==> config.mk <==
export PLATFORM = sky130hd
export DESIGN_NAME = slot_scheduler
export DESIGN_NICKNAME = d
export VERILOG_FILES = /design/src/rtl/slot_sched_pkg.sv /design/src/rtl/slot_scheduler_rr_pick.sv /design/src/rtl/slot_scheduler.sv
export SDC_FILE = /design/constraint.sdc
export NUM_CORES = 1
export LEC_CHECK = 0
export ABC_AREA = 1
export BUFFER_PORTS_ARGS = -buffer_cell sky130_fd_sc_hd__buf_2
export CORE_MARGIN = 3
export CORE_UTILIZATION = 49
export CTS_BUF_LIST = sky130_fd_sc_hd__clkbuf_8 sky130_fd_sc_hd__clkbuf_16
export DETAILED_ROUTE_END_ITERATION = 6
export PLACE_DENSITY = 0.73
export SLEW_MARGIN = 25
export SYNTH_ARGS = -nofsm -noshare
export SYNTH_HDL_FRONTEND = slang
export SYNTH_SLANG_ARGS = --single-unit
==> constraint.sdc <==
create_clock -name clk -period 1.75 [get_ports clk]
set_input_delay 0.2625 -clock clk [delete_from_list [all_inputs] [get_ports clk]]
set_output_delay 0.2625 -clock clk [all_outputs]
set_load 0.005 [all_outputs]
==> src/rtl/slot_sched_pkg.sv <==
// slot_sched_pkg: shared state enum, id-width helper and default parameters for slot_scheduler
package slot_sched_pkg;
  typedef enum logic [1:0] {IDLE, GRANT, HOLDOFF} state_t;
  localparam int DEF_NREQ = 4;
  localparam int DEF_SLOT_LEN = 10;
  localparam int DEF_CW = 6;
  function automatic int id_w(input int n);
    return (n > 1) ? $clog2(n) : 1;
  endfunction
endpackage

==> src/rtl/slot_scheduler_rr_pick.sv <==
// rr_pick: combinational round-robin picker, first set req bit at or after ptr, wrapping
module rr_pick #(
  parameter int N = 4,
  parameter int IW = 2
) (
  input  logic [N-1:0]  req,
  input  logic [IW-1:0] ptr,
  output logic [N-1:0]  onehot,
  output logic [IW-1:0] idx,
  output logic          valid
);
  logic [IW-1:0] j;
  always_comb begin
    onehot = '0;
    idx = '0;
    valid = 1'b0;
    j = '0;
    // scan farthest offset first so the nearest hit to ptr overwrites
    for (int k = N - 1; k >= 0; k--) begin
      j = IW'((int'(ptr) + k) % N);
      if (req[j]) begin
        onehot = '0;
        onehot[j] = 1'b1;
        idx = j;
        valid = 1'b1;
      end
    end
  end
endmodule

==> src/rtl/slot_scheduler.sv <==
// slot_scheduler: round-robin time-slot arbiter with bounded grant length
// optional clocked assertions enabled by defining SLOT_SCHED_CHECKS_EN
module slot_scheduler
  import slot_sched_pkg::*;
#(
  parameter int NREQ = DEF_NREQ,
  parameter int SLOT_LEN = DEF_SLOT_LEN,
  parameter int CW = DEF_CW,
  localparam int IW = id_w(NREQ)
) (
  input  logic            clk,
  input  logic            rstf,
  input  logic [NREQ-1:0] req,
  input  logic [NREQ-1:0] done,
  output logic [NREQ-1:0] gnt,
  output logic [IW-1:0]   gnt_id,
  output logic            busy,
  output logic [CW-1:0]   slot_cnt,
  output logic            expire
);
  state_t state;
  logic [IW-1:0] ptr;
  logic [NREQ-1:0] win;
  logic [IW-1:0] win_id;
  logic win_v;
  logic by_release;
  logic slot_end;
  rr_pick #(.N(NREQ), .IW(IW)) u_pick (
    .req(req),
    .ptr(ptr),
    .onehot(win),
    .idx(win_id),
    .valid(win_v)
  );
  // early release outranks timeout, so expire only fires when neither release cause holds
  assign by_release = done[gnt_id] | ~req[gnt_id];
  assign slot_end = by_release | (slot_cnt == CW'(SLOT_LEN - 1));
  assign busy = |gnt;
  always_ff @(posedge clk) begin
    if (!rstf) begin
      state <= IDLE;
      gnt <= '0;
      gnt_id <= '0;
      slot_cnt <= '0;
      expire <= 1'b0;
      ptr <= '0;
    end else begin
      expire <= 1'b0;
      if (state == GRANT) begin
        if (slot_end) begin
          state <= HOLDOFF;
          gnt <= '0;
          gnt_id <= '0;
          slot_cnt <= '0;
          expire <= ~by_release;
          ptr <= (gnt_id == IW'(NREQ - 1)) ? '0 : gnt_id + 1'b1;
        end else begin
          slot_cnt <= slot_cnt + 1'b1;
        end
      end else begin
        state <= win_v ? GRANT : IDLE;
        gnt <= win;
        gnt_id <= win_id;
        slot_cnt <= '0;
      end
    end
  end
`ifdef SLOT_SCHED_CHECKS_EN
  always_ff @(posedge clk) begin
    if (rstf) begin
      assert ($onehot0(gnt));
      assert (int'(slot_cnt) < SLOT_LEN);
      assert (state == GRANT || gnt == '0);
      assert (!expire || gnt == '0);
      assert (!busy || gnt == (NREQ'(1) << gnt_id));
    end
  end
`endif
endmodule

# Word-level counts from Yosys, hierarchy flattened
# Cells that the tools add are included.
# op_classes
n_eq_ne	4
n_mux	40
n_reduce_logical	8
n_addsub	5
n_bitwise	6
order_cmp	9
# ops
op	n
2-to-1 mux 4 bit	6
2-to-1 mux 2 bit	9
less-than comparator 2 x 3 -> 1 bit (second input constant)	5
2-to-1 mux 1 bit	15
binary-select mux 1 bit (select 2 bit)	6
demux 1 bit (select 2 bit)	4
>= comparator 2 x 1 -> 1 bit (second input constant)	4
adder 6 x 1 -> 6 bit (second input constant)	1
== test 6 x 4 -> 1 bit (second input constant)	1
adder 2 x 1 -> 2 bit (second input constant)	2
adder 2 bit (second input constant)	2
logical AND 1 bit	4
NOT 1 bit	4
OR reduction 4 bit	1
AND reduction 3 bit	1
OR reduction 3 bit	1
== test 2 x 1 -> 1 bit (second input constant)	1
== test 2 bit (second input constant)	1
inequality test 2 bit (second input constant)	1
OR 1 bit	2
AND reduction 2 bit	1
# totals
inputBits	10
ff_bits	17
output_inout_bits	14
word_cells	78

# Longest topological paths before layout
# depth
ltp_word	10
ltp_mapped	12
depth_no_buf	11

# Hierarchy
# From an unflattened synthesis, not the netlist that was laid out.
# hier_totals
cells_unflattened	181
hier_area_um2	1270.0
# by_module_without_submodules
mod	area_each_um2	cells_each	instances
slot_scheduler	767.0	95	1
rr_pick	503.0	86	1

# Worst setup path after synthesis
# Ideal clock, no wire load.
# synth_path
path_type	flip-flop to flip-flop
startpoint	reg ptr[0]
endpoint	reg gnt_id[1]
path_slack_ps	49
required_time_ps	1637
n_path_buf	1
period_less_slack_ps	1701
stages_incl_launch_ff	12
arrival_ps	1588
path_cell_list	dfxtp_1 buf_6 inv_8 ha_1 inv_1 nand3_2 nand2_4 nand2_1 o21ai_1 nand2_1 nand2_1 nand2_1
# synth_between
elab_chain_cells	8
# synth_rtl
element	line_no	source
from (decl)	slot_scheduler.sv:22	logic [IW-1:0] ptr;
from (signal assigned)	slot_scheduler.sv:56	ptr <= (gnt_id == IW'(NREQ - 1)) ? '0 : gnt_id + 1'b1;
adder 2 bit	slot_scheduler_rr_pick.sv:20	j = IW'((int'(ptr) + k) % N);
binary-select mux 1 bit (select 2 bit)	slot_scheduler_rr_pick.sv:21	if (req[j]) begin
2-to-1 mux 1 bit (not written as such)	slot_scheduler_rr_pick.sv:21	
2-to-1 mux 2 bit (3 in a row)	slot_scheduler_rr_pick.sv:21	
2-to-1 mux 2 bit (*)	slot_scheduler_rr_pick.sv:21	
2-to-1 mux 2 bit (*)	slot_scheduler.sv:49	if (state == GRANT) begin
to (signal assigned)	slot_scheduler.sv:63	gnt_id <= win_id;
to (decl)	slot_scheduler.sv:16	output logic [IW-1:0] gnt_id,
# Mark *: on every way between the ends. The rest lies on a longest branch, timed or not. The select of a mux whose other input is x is not followed.
# A chain may end at the register's enable or synchronous reset.

# Worst setup path in the final report
# layout_path
startpoint	reg ptr[0]
endpoint	reg gnt[0]
# layout_between
elab_chain_cells	10
# layout_rtl
element	line_no	source
adder 2 bit	slot_scheduler_rr_pick.sv:20	
less-than comparator 2 x 3 -> 1 bit (not written as such) / >= comparator 2 x 1 -> 1 bit (equally long branches)	slot_scheduler_rr_pick.sv:23	onehot[j] = 1'b1;
logical AND 1 bit (not written as such)	slot_scheduler_rr_pick.sv:23	
2-to-1 mux 1 bit (not written as such)	slot_scheduler_rr_pick.sv:23	
demux 1 bit (select 2 bit)	--	
2-to-1 mux 4 bit (3 in a row)	slot_scheduler_rr_pick.sv:21	
2-to-1 mux 4 bit (*)	slot_scheduler_rr_pick.sv:21	
2-to-1 mux 4 bit (*)	slot_scheduler.sv:49	
to (signal assigned)	slot_scheduler.sv:62	gnt <= win;
to (decl)	slot_scheduler.sv:15	output logic [NREQ-1:0] gnt,
# Marks and branches as above.

==> impl_results.md <==
* Mapped Nets at 211
* Die height at 57.46 um
* Synth area leaders: dfxtp_1, nand2_1, nand3_1
* Max Clk Rate at 0.6355 GHz
* GRT busiest layer: met2
* Root buf cell: clkbuf_8
* Worst-path fanout max at 5
* P_leak at 0.8174 nW
* Post-Syn Area at 0.001297 mm^2
* Pwr Density at 1535 mW/mm^2
* Total Wirelength at 2.826 mm
* Synth top area share at 26.23%
* Crit-path cells: inv_8, ha_4, inv_1, nand3_2, nand2_4, nand2_2, inv_2, nand2_1, nand3_1, nand2_1, nand2_1
* Total track usage at 18.44%
* Library cells used by synthesis at 25
* Max_slew headroom at 80.92%
* Fin crit share at 89.92%
* Sequential share of the synthesized area at 26.23%
* Met1 Use GR at 21.90%
* Crit start category: register
* Met2 usage at 33.39%
* IO Port Bufs at 23
* CTS Sinks at 17
* Layout cell share with drive strength beyond 1 at 26.36%
* Post_cts resized at 0
* Bufs on Longest Clock Path at 2
* Cell mode on critical path: nand2_1
* Drt drc at 0
* DP HPWL at 2.276 mm
* # nets final at 241
* Synth area leader: dfxtp_1
* Flip-flop and latch count after synthesis at 17
* Clock Skews at 0.005349 ns
* Die W at 57.46 um
* Critical Path AT at 1.77 ns
* CP required at 1.95 ns
* Routed Antenna Nets at 0
* Clock slew seen by the registers of the worst setup and hold paths at 0.07 ns
* Global-route wire length before repair at 4.899 mm
* Core Rows at 18
* RePlAce Congestion at 0.8759
* I/O pin total at 24
* Vias in the first global route at 1205
* Num CTS Buffers at 3
* Via count at 1285
* Total Neg Setup Slack at 0 ns
* Measured slew at the worst slew-check pin at 0.2858 ns
* CTS tree: yes
* Final max-slew violation count at 0
* Commonest non-fill, non-tap cell in the layout: nand2_1
* Post-Layout Inst Area at 0.001524 mm^2
* Slowest cell on the critical path: dfxtp_1
* Overflow after GRT at 0
* Final Hold Fails at 0
* Initial Util at 51.90%
* Number of synthesis warnings at 0
* Crit Path Class: register to register
* Initial DRC count at 44
* H-tree depth at 1
* Largest net degree at the start of global routing at 15
* Status: finished clean
* Max-Cap Viols at 0
* Synth Area per Inst at 6.793 um^2
* Initial antenna violation count at 0
* RSZ-0062 raised after global routing: no
* Crit path capture type: register
* Die footprint at 0.003302 mm^2
* Hold_buf cts at 0
* Setup violators final at 0
* Post-CTS Setup Bufs at 0
* P&R area growth vs syn at 17.45%
* Max incr delay on CP at 0.43 ns
* Ant. Diodes at 0
* Core area at 0.002500 mm^2
* Commonest cells after routing, fill and taps aside: nand2_1, nand3_1, inv_1
* Wirelength per Cell at 11.30 um
* GR met3 Demand/Resource at 4.299%
* Synthesized instance count at 191
* DR vias/cell at 5.140
* Area post-placement at 0.001465 mm^2
* Worst-Skew Late Latency at 0.25 ns
* Worst vdd ir at 906.1 uV
* Drt pass-1 iters at 4
* Hold Path Class: primary input to register
* Crit path time final at 1.574 ns
-- state kept, by name, summed over array words and instances (netlist names) --
name      flops
slot_cnt      6
gnt_id        2
ptr           2
expire        1
gnt           4
state         2
-- cell type report --
class | instances | area [um^2]
fill | 223 | 975.9
sequential | 17 | 340.3
inverter | 34 | 135.1
clock inverter | 1 | 5.005
tap | 30 | 37.54
multi-input combinational | 138 | 819.5
clock buffer | 3 | 41.29
timing repair buffer | 27 | 145.1
-- synth_stat cells --
library cell  number
a21oi_1            6
buf_6              1
clkbuf_1           1
dfxtp_1           17
ha_1              10
inv_1             27
inv_2              6
inv_8              1
nand2_1           46
nand2_2            6
nand2_4            6
nand3_1           29
nand3_2            1
nand3_4            1
nand3b_1           2
nand4_1            2
nor2_1            16
nor2_4             2
nor2_8             1
nor3_1             3
o21ai_1            1
o21ai_2            1
or4_1              1
xnor2_1            1
xor2_1             3
-- stage by stage --
step	power [W]	std cells	hold slack (ns)	util, %	setup slack (ns)
2_1_floorplan	0.001635	191	0.4097	-	0.04907
3_3_place_gp	0.001961	246	0.4612	58.61	0.1534
3_5_place_dp	0.002015	246	0.4685	58.61	0.08421
4_1_cts	0.002308	250	0.3809	60.46	0.07123
5_1_grt	0.002548	250	0.4229	60.96	0.006461
6_report	0.002339	250	0.3903	60.96	0.1765
-- critical path: cells and delay by family (launching register included) --
family | cells | cell delay (ns)
flip-flops | 1 | 0.43
buffers and inverters | 3 | 0.22
adder cells (fa/ha/maj) | 1 | 0.25
AND/OR/NAND/NOR | 7 | 0.62
-- logic make-up after synthesis --
logic type	synth area share, %
buf+inv	11.57
compound gates	3.375
fa+ha+maj	9.643
flops	26.23
xor+xnor	2.701
simple gates	46.48
-- path summary, 6_finish.rpt --
check	start	endpoint	slack (ns)	cells past startpoint
max	ptr[0]$_SDFFE_PN0P_	gnt[0]$_SDFFE_PN0P_	0.18	11
min	rstf	state[0]$_SDFFE_PN0P_	0.39	3
max reg2reg	ptr[0]$_SDFFE_PN0P_	gnt[0]$_SDFFE_PN0P_	0.18	11
min reg2reg	slot_cnt[0]$_SDFF_PP0_	slot_cnt[0]$_SDFF_PP0_	0.48	1
-- where the power goes --
group	leakage, nW	internal (W)	switching, W
combinational	0.653	0.000535	0.000930
sequential	0.139	0.000486	0.0000951
clock	0.0255	0.000158	0.000134
-- routing by layer --
metal  vias to the layer above  routed length (um)  share of wire, %
met1                       582                1262                45
met2                        47                1382                49
met5                         -                   0                 0
met4                         0                  27              0.96
met3                         4                 154               5.4
li1                        652                   -                 -
Power figures use the tool's default switching activity.
